`config.mk`:
```
export PLATFORM = sky130hd
export DESIGN_NAME = mul_seq_ctrl
export DESIGN_NICKNAME = d
export VERILOG_FILES = /design/src/rtl/mul_seq_ctrl_pkg.sv /design/src/rtl/mul_seq_ctrl_pp.sv /design/src/rtl/mul_seq_ctrl.sv
export SDC_FILE = /design/constraint.sdc
export NUM_CORES = 1
export LEC_CHECK = 0
export BUFFER_PORTS_ARGS = -buffer_cell sky130_fd_sc_hd__buf_2
export CAP_MARGIN = 20
export CORE_MARGIN = 4
export CORE_UTILIZATION = 30
export CTS_CLUSTER_DIAMETER = 30
export DETAILED_ROUTE_END_ITERATION = 8
export HOLD_SLACK_MARGIN = 0.05
export MAX_ROUTING_LAYER = met4
export PLACE_DENSITY = 0.52
export SYNTH_ARGS = -nofsm -noshare
export SYNTH_HDL_FRONTEND = slang
export SYNTH_SLANG_ARGS = --single-unit
```
`constraint.sdc`:
```
create_clock -name iCLOCK -period 27.5 [get_ports iCLOCK]
set_input_delay 5.5 -clock iCLOCK [delete_from_list [all_inputs] [get_ports iCLOCK]]
set_output_delay 5.5 -clock iCLOCK [all_outputs]
set_load 0.02 [all_outputs]
```
`src/rtl/mul_seq_ctrl_pkg.sv`:
```
// mul_seq_pkg: shared constants, state encoding and flag helpers for the
// digit-serial multiplier sequencer (mul_seq_ctrl).
package mul_seq_pkg;

  localparam int unsigned DATA_W      = 32;
  localparam int unsigned PROD_W      = 64;
  localparam int unsigned DIGIT_W_DEF = 4;
  localparam int unsigned ITER_DEF    = DATA_W / DIGIT_W_DEF;
  localparam int unsigned CNT_W_DEF   = $clog2(ITER_DEF);

  typedef enum logic [1:0] {
    IDLE = 2'd0,
    CALC = 2'd1,
    DONE = 2'd2
  } state_t;

  // Bit positions inside the packed flag vector
  localparam int unsigned NUM_FLAGS = 10;
  localparam int unsigned FLAG_HSF  = 9;
  localparam int unsigned FLAG_HOF  = 8;
  localparam int unsigned FLAG_HCF  = 7;
  localparam int unsigned FLAG_HPF  = 6;
  localparam int unsigned FLAG_HZF  = 5;
  localparam int unsigned FLAG_LSF  = 4;
  localparam int unsigned FLAG_LOF  = 3;
  localparam int unsigned FLAG_LCF  = 2;
  localparam int unsigned FLAG_LPF  = 1;
  localparam int unsigned FLAG_LZF  = 0;

  // High/low word flags of a 64-bit product, same set as the parallel multiplier
  function automatic logic [NUM_FLAGS-1:0] calcFlags(input logic [PROD_W-1:0] r);
    logic [NUM_FLAGS-1:0] f;
    f           = '0;
    f[FLAG_HSF] = r[31];
    f[FLAG_HOF] = r[32] ^ r[31];
    f[FLAG_HCF] = r[32];
    f[FLAG_HPF] = r[0];
    f[FLAG_HZF] = (r[32:0] == 33'd0);
    f[FLAG_LSF] = r[32];
    f[FLAG_LOF] = r[63];
    f[FLAG_LCF] = 1'b0;
    f[FLAG_LPF] = r[32];
    f[FLAG_LZF] = (r == 64'd0);
    return f;
  endfunction

endpackage

```
`src/rtl/mul_seq_ctrl_pp.sv`:
```
// mul_seq_pp: combinational 32 x DIGIT_WIDTH partial product, built as a
// shift-add of the multiplicand under each digit bit.
module mul_seq_pp
  import mul_seq_pkg::*;
#(
  parameter int unsigned DIGIT_WIDTH = DIGIT_W_DEF
) (
  input  logic [DATA_W-1:0]             iSOURCE1,
  input  logic [DIGIT_WIDTH-1:0]        iDIGIT,
  output logic [DATA_W+DIGIT_WIDTH-1:0] oPP
);

  localparam int unsigned PP_W = DATA_W + DIGIT_WIDTH;

  // Sum the multiplicand shifted by every set digit bit
  always_comb begin
    oPP = '0;
    for (int i = 0; i < int'(DIGIT_WIDTH); i++) begin
      if (iDIGIT[i]) begin
        oPP = oPP + (PP_W'(iSOURCE1) << i);
      end
    end
  end

endmodule

```
`src/rtl/mul_seq_ctrl.sv`:
```
// mul_seq_ctrl: multi-cycle unsigned 32x32->64 multiplier sequencer.
// Folds one DIGIT_WIDTH-bit digit of iSOURCE0 per cycle into a 64-bit
// accumulator. Optional macro MUL_SEQ_CTRL_EARLY_TERM_EN stops as soon as the
// remaining multiplier digits are all zero.
module mul_seq_ctrl
  import mul_seq_pkg::*;
#(
  parameter int unsigned DIGIT_WIDTH = DIGIT_W_DEF
) (
  input  logic              iCLOCK,
  input  logic              inRESET,
  input  logic              iFLUSH,
  input  logic              iREQ_VALID,
  output logic              oREQ_BUSY,
  input  logic [DATA_W-1:0] iSOURCE0,
  input  logic [DATA_W-1:0] iSOURCE1,
  output logic              oOUT_VALID,
  input  logic              iOUT_BUSY,
  output logic [PROD_W-1:0] oDATA,
  output logic              oHSF,
  output logic              oHOF,
  output logic              oHCF,
  output logic              oHPF,
  output logic              oHZF,
  output logic              oLSF,
  output logic              oLOF,
  output logic              oLCF,
  output logic              oLPF,
  output logic              oLZF
);

  localparam int unsigned ITER  = DATA_W / DIGIT_WIDTH;
  localparam int unsigned CNT_W = $clog2(ITER);
  localparam int unsigned PP_W  = DATA_W + DIGIT_WIDTH;

  state_t             state;
  logic [CNT_W-1:0]   cnt;
  logic [PROD_W-1:0]  acc;
  logic [DATA_W-1:0]  sReg;
  logic [DATA_W-1:0]  mReg;

  logic [PP_W-1:0]    pp;
  logic [5:0]         shAmt;
  logic [PROD_W-1:0]  accSum;
  logic [DATA_W-1:0]  sNext;
  logic               lastDigit;
  logic [NUM_FLAGS-1:0] flags;

  mul_seq_pp #(
    .DIGIT_WIDTH (DIGIT_WIDTH)
  ) uPp (
    .iSOURCE1 (mReg),
    .iDIGIT   (sReg[DIGIT_WIDTH-1:0]),
    .oPP      (pp)
  );

  // Accumulate the current digit's partial product at its weight
  always_comb begin
    shAmt  = 6'(cnt) * 6'(DIGIT_WIDTH);
    accSum = acc + (PROD_W'(pp) << shAmt);
    sNext  = sReg >> DIGIT_WIDTH;
`ifdef MUL_SEQ_CTRL_EARLY_TERM_EN
    lastDigit = (cnt == CNT_W'(ITER - 1)) || (sNext == '0);
`else
    lastDigit = (cnt == CNT_W'(ITER - 1));
`endif
  end

  // Sequencer FSM with registered handshake and result outputs
  always_ff @(posedge iCLOCK) begin
    if (!inRESET) begin
      state      <= IDLE;
      cnt        <= '0;
      acc        <= '0;
      sReg       <= '0;
      mReg       <= '0;
      oREQ_BUSY  <= 1'b0;
      oOUT_VALID <= 1'b0;
      oDATA      <= '0;
    end else if (iFLUSH) begin
      state      <= IDLE;
      cnt        <= '0;
      acc        <= '0;
      oREQ_BUSY  <= 1'b0;
      oOUT_VALID <= 1'b0;
      oDATA      <= '0;
    end else begin
      case (state)
        IDLE: begin
          if (iREQ_VALID) begin
            sReg      <= iSOURCE0;
            mReg      <= iSOURCE1;
            acc       <= '0;
            cnt       <= '0;
            oREQ_BUSY <= 1'b1;
            state     <= CALC;
`ifdef MUL_SEQ_CTRL_EARLY_TERM_EN
            // Zero multiplier: product is already known to be zero
            if (iSOURCE0 == '0) begin
              state      <= DONE;
              oOUT_VALID <= 1'b1;
              oDATA      <= '0;
            end
`endif
          end
        end
        CALC: begin
          acc  <= accSum;
          sReg <= sNext;
          cnt  <= cnt + CNT_W'(1);
          if (lastDigit) begin
            state      <= DONE;
            oOUT_VALID <= 1'b1;
            oDATA      <= accSum;
          end
        end
        DONE: begin
          if (!iOUT_BUSY) begin
            state      <= IDLE;
            oOUT_VALID <= 1'b0;
            oREQ_BUSY  <= 1'b0;
          end
        end
        default: begin
          state      <= IDLE;
          oOUT_VALID <= 1'b0;
          oREQ_BUSY  <= 1'b0;
        end
      endcase
    end
  end

  // Flags follow the presented result
  assign flags = calcFlags(oDATA);
  assign oHSF  = flags[FLAG_HSF];
  assign oHOF  = flags[FLAG_HOF];
  assign oHCF  = flags[FLAG_HCF];
  assign oHPF  = flags[FLAG_HPF];
  assign oHZF  = flags[FLAG_HZF];
  assign oLSF  = flags[FLAG_LSF];
  assign oLOF  = flags[FLAG_LOF];
  assign oLCF  = flags[FLAG_LCF];
  assign oLPF  = flags[FLAG_LPF];
  assign oLZF  = flags[FLAG_LZF];

endmodule

```
==> summary.md <==
| Metric | Value |
|---|---|
| Clock Path Buffers | 2 |
| Clock transition at path regs | 80 ps |
| Max Freq | 0.08827 GHz |
| CP bufs+invs | 3 |
| Critical path's largest stage delay | 640 ps |
| Area growth from synthesis to layout | 9.114% |
| Register area share after synthesis | 20.24% |
| IO buf count | 143 |
| Delay-heaviest family, CP | compound AO/OA/AOI/OAI gates |
| Worst rel slew slack | 24.21% |
| Placer Congestion | 0.9554 |
| Vias in the first global route | 19,580 |
| DR iter-0 viols | 1,559 |
| Yosys cell types | 99 |
| DR vias/cell | 5.654 |
| Yosys warns | 0 |
| Setup TNS | 0 ps |
| Hold Fails Final Rpt | 0 |
| Status | finished, final reports clean |
| Grt ovf | 0 |
| P_sw | 246.5 uW |
| Final wirelength | 70.89 mm |
| ANT nets after route | 0 |
| Max Cap Viol | 0 |
| Combinational Power Share | 22.0% |
| # DRC | 0 |
| Total power | 725.0 uW |
| Top Ports | 145 |
| Async set-reset flop share out of synthesis | 0% |
| Setup bufs post-CTS | 0 |
| Max Clock Skew | 22.96 ps |
| Core box area | 64,700 um^2 |
| Unrepaired setup endpoints after global routing | no |
| Clk pwr share | 36.2% |
| DP HPWL | 54.76 mm |
| Top_reg_cell synth | dfxtp_1 |
| Layout cell share with drive strength beyond 1 | 10.33% |
| Initial antenna violation count | 3 |
| Critical Path Start Type | flip-flop |
| Critical Path End Type | flip-flop |
| Final Max Slew Viols | 0 |
| CP arrival | 11,770 ps |
| Mapped Avg Cell Area | 7.251 um^2 |
| Chip Height | 264.2 um |
| Sw frac | 34.00% |
| H-tree depth | 4 |
| Nets@finish | 2,938 |
| Top post-synthesis cells by area | dfxtp_1 20%, ha_1 9.9%, nand2_1 8.5%, a21oi_1 5.6%, nor2_1 4.0% |
| WP data required | 27,940 ps |
| Flop pwr share | 41.8% |
| Area leader, netlist | dfxtp_1 |
| Final period util | 41.20% |
| Power density over the cells | 33.75 nW/um^2 |
| Synth Register Bits | 199 |
| LEAKAGE | 0.009713 uW |
| Largest net degree at the start of global routing | 70 |
| Post-CTS Resized | 0 |
| CTS Buf Count | 17 |
| Clock Latency Late Sink | 500 ps |
| Syn Inst Count | 2,715 |
| Hold-fix buffers, CTS | 0 |
| Fin crit period | 11,330 ps |
| Root buf cell | clkbuf_16 |
| Fill cell count | 7,024 |
| CP max stage cell | a2111oi_2 |
| Post-synth top area share | 20.24% |
| Starting Density | 30.43% |
| First-pass GRT wire length | 111.3 mm |
| Max VDD drop | 0.04855 mV |
| Die X | 264.2 um |
| Mapped Area | 19,690 um^2 |
| Internal power component | 478.5 uW |
| Vias after detailed routing | 20,230 |
| Critical path type | flip-flop to flip-flop |
| GR Util All Layers | 20.26% |
| Mapped Nets | 2,944 |
| Die area | 69,790 um^2 |
| Core Rows | 93 |
| Worst-margin pin slew | 1133 ps |
| HP Class | flip-flop to flip-flop |
| Endpoints failing setup | 0 |
| Post-synth EDFFs | 0 |
| CP Max Fanout | 44 |
| DRT Pass-1 Iters | 6 |
| CP most frequent cell | ha_1 |
| Clk sinks | 199 |
| CTS tree | yes |
| DR WL/cell | 19.82 um |
## worst register-to-register path: cells and delay by family, from the launching register on
kind,cells,cell delay [ps]
buffers and inverters,3,380
AOI/OAI and AO/OA,22,6040
and+or+nand+nor,11,2180
xor gates and xnor gates,2,250
muxes,1,280
adders and majority gates,5,1850
DFF,1,310
## synthesized netlist by cell type, types with 42 or more instances
master and count:
nand2_1 447, a21oi_1 222, nor2_1 209, dfxtp_1 199, ha_1 156, clkbuf_1 147
o21ai_0 123, a21o_1 101, nand3_1 88, xnor2_1 77, inv_1 60, xor2_1 51
nand4_1 48, and2_1 45, a21boi_0 42
## per-stage QoR
step	std cells	util, %	hold slack [ps]	setup slack [ps]	instance area (um^2)
floorplan	2715	-	431.5	17750	19690
global route	3577	33.20	494.2	15290	21480
CTS	3576	33.20	472.1	16250	21480
finish	3577	33.20	469.7	16170	21480
detailed placement	3545	32.32	454.3	16320	20910
global placement	3545	32.32	445.9	16250	20910
## cell families (layout without fill, tap and decap cells)
group	after synthesis	count (layout)	share of synthesized area [%]
adder cells (fa/ha/maj)	160	160	10.32
other	1	2	0.01905
buffers and inverters	252	258	5.103
AND/OR/NAND/NOR	1029	1029	23.90
multiplexers	70	70	3.991
AO/OA/AOI/OAI	876	876	30.73
XOR/XNOR	128	128	5.694
flip-flops	199	199	20.24
## path summary, 6_finish.rpt
path	startpoint	endpoint	slack, ps	depth (start not counted)
worst min-delay path	acc[34]$_SDFFE_PP0P_	acc[34]$_SDFFE_PP0P_	470	2
worst min register to register	acc[34]$_SDFFE_PP0P_	acc[34]$_SDFFE_PP0P_	470	2
worst max-delay path	sReg[0]$_SDFFE_PN0P_	oDATA[50]$_SDFFE_PP0P_	16170	44
worst max register to register	sReg[0]$_SDFFE_PN0P_	oDATA[50]$_SDFFE_PP0P_	16170	44
## final cells by class
type | instances | area, um^2 | share of cell area, %
diodes | 1 | 2.502 | 0.01165
clock buffers | 19 | 452.9 | 2.108
clock inverters | 12 | 115.1 | 0.5358
inverters | 64 | 240.2 | 1.118
multi-input cells | 2264 | 14750 | 68.66
flip-flops and latches | 199 | 3986 | 18.56
well taps | 855 | 1070 | 4.980
repair buffers | 163 | 865.8 | 4.031
## sequential cells by signal, indices dropped and copies added (netlist names)
name,cells
acc,64
cnt,3
mReg,32
oDATA,64
oOUT_VALID,1
oREQ_BUSY,1
sReg,32
state,2
## power by group through the flow
stage	Clock, uW	Sequential [uW]	Combinational (uW)
after global routing	282	304	174
final	263	303	160
after global placement	0	309	157
after CTS	273	303	159
after floorplan	0	305	112
after detailed placement	0	310	158
## layout by cell type (no fill, tap or decap), types with 51 or more instances in the layout
cell type  netlist  layout
nand2_1        447     446
a21oi_1        222     222
nor2_1         209     206
dfxtp_1        199     197
ha_1           156     156
buf_2            9     143
o21ai_0        123     123
a21o_1         101     101
nand3_1         88      88
xnor2_1         77      77
inv_1           60      60
xor2_1          51      51
## routing by layer
metal	up-vias	part of all wire (%)	global-route usage, %
li1	9934	-	-
met2	589	47	33.45
met4	0	2.1	5.425
met5	-	0	-
met3	84	4.5	2.654
met1	9619	46	26.20
Power figures use the tool's default switching activity.
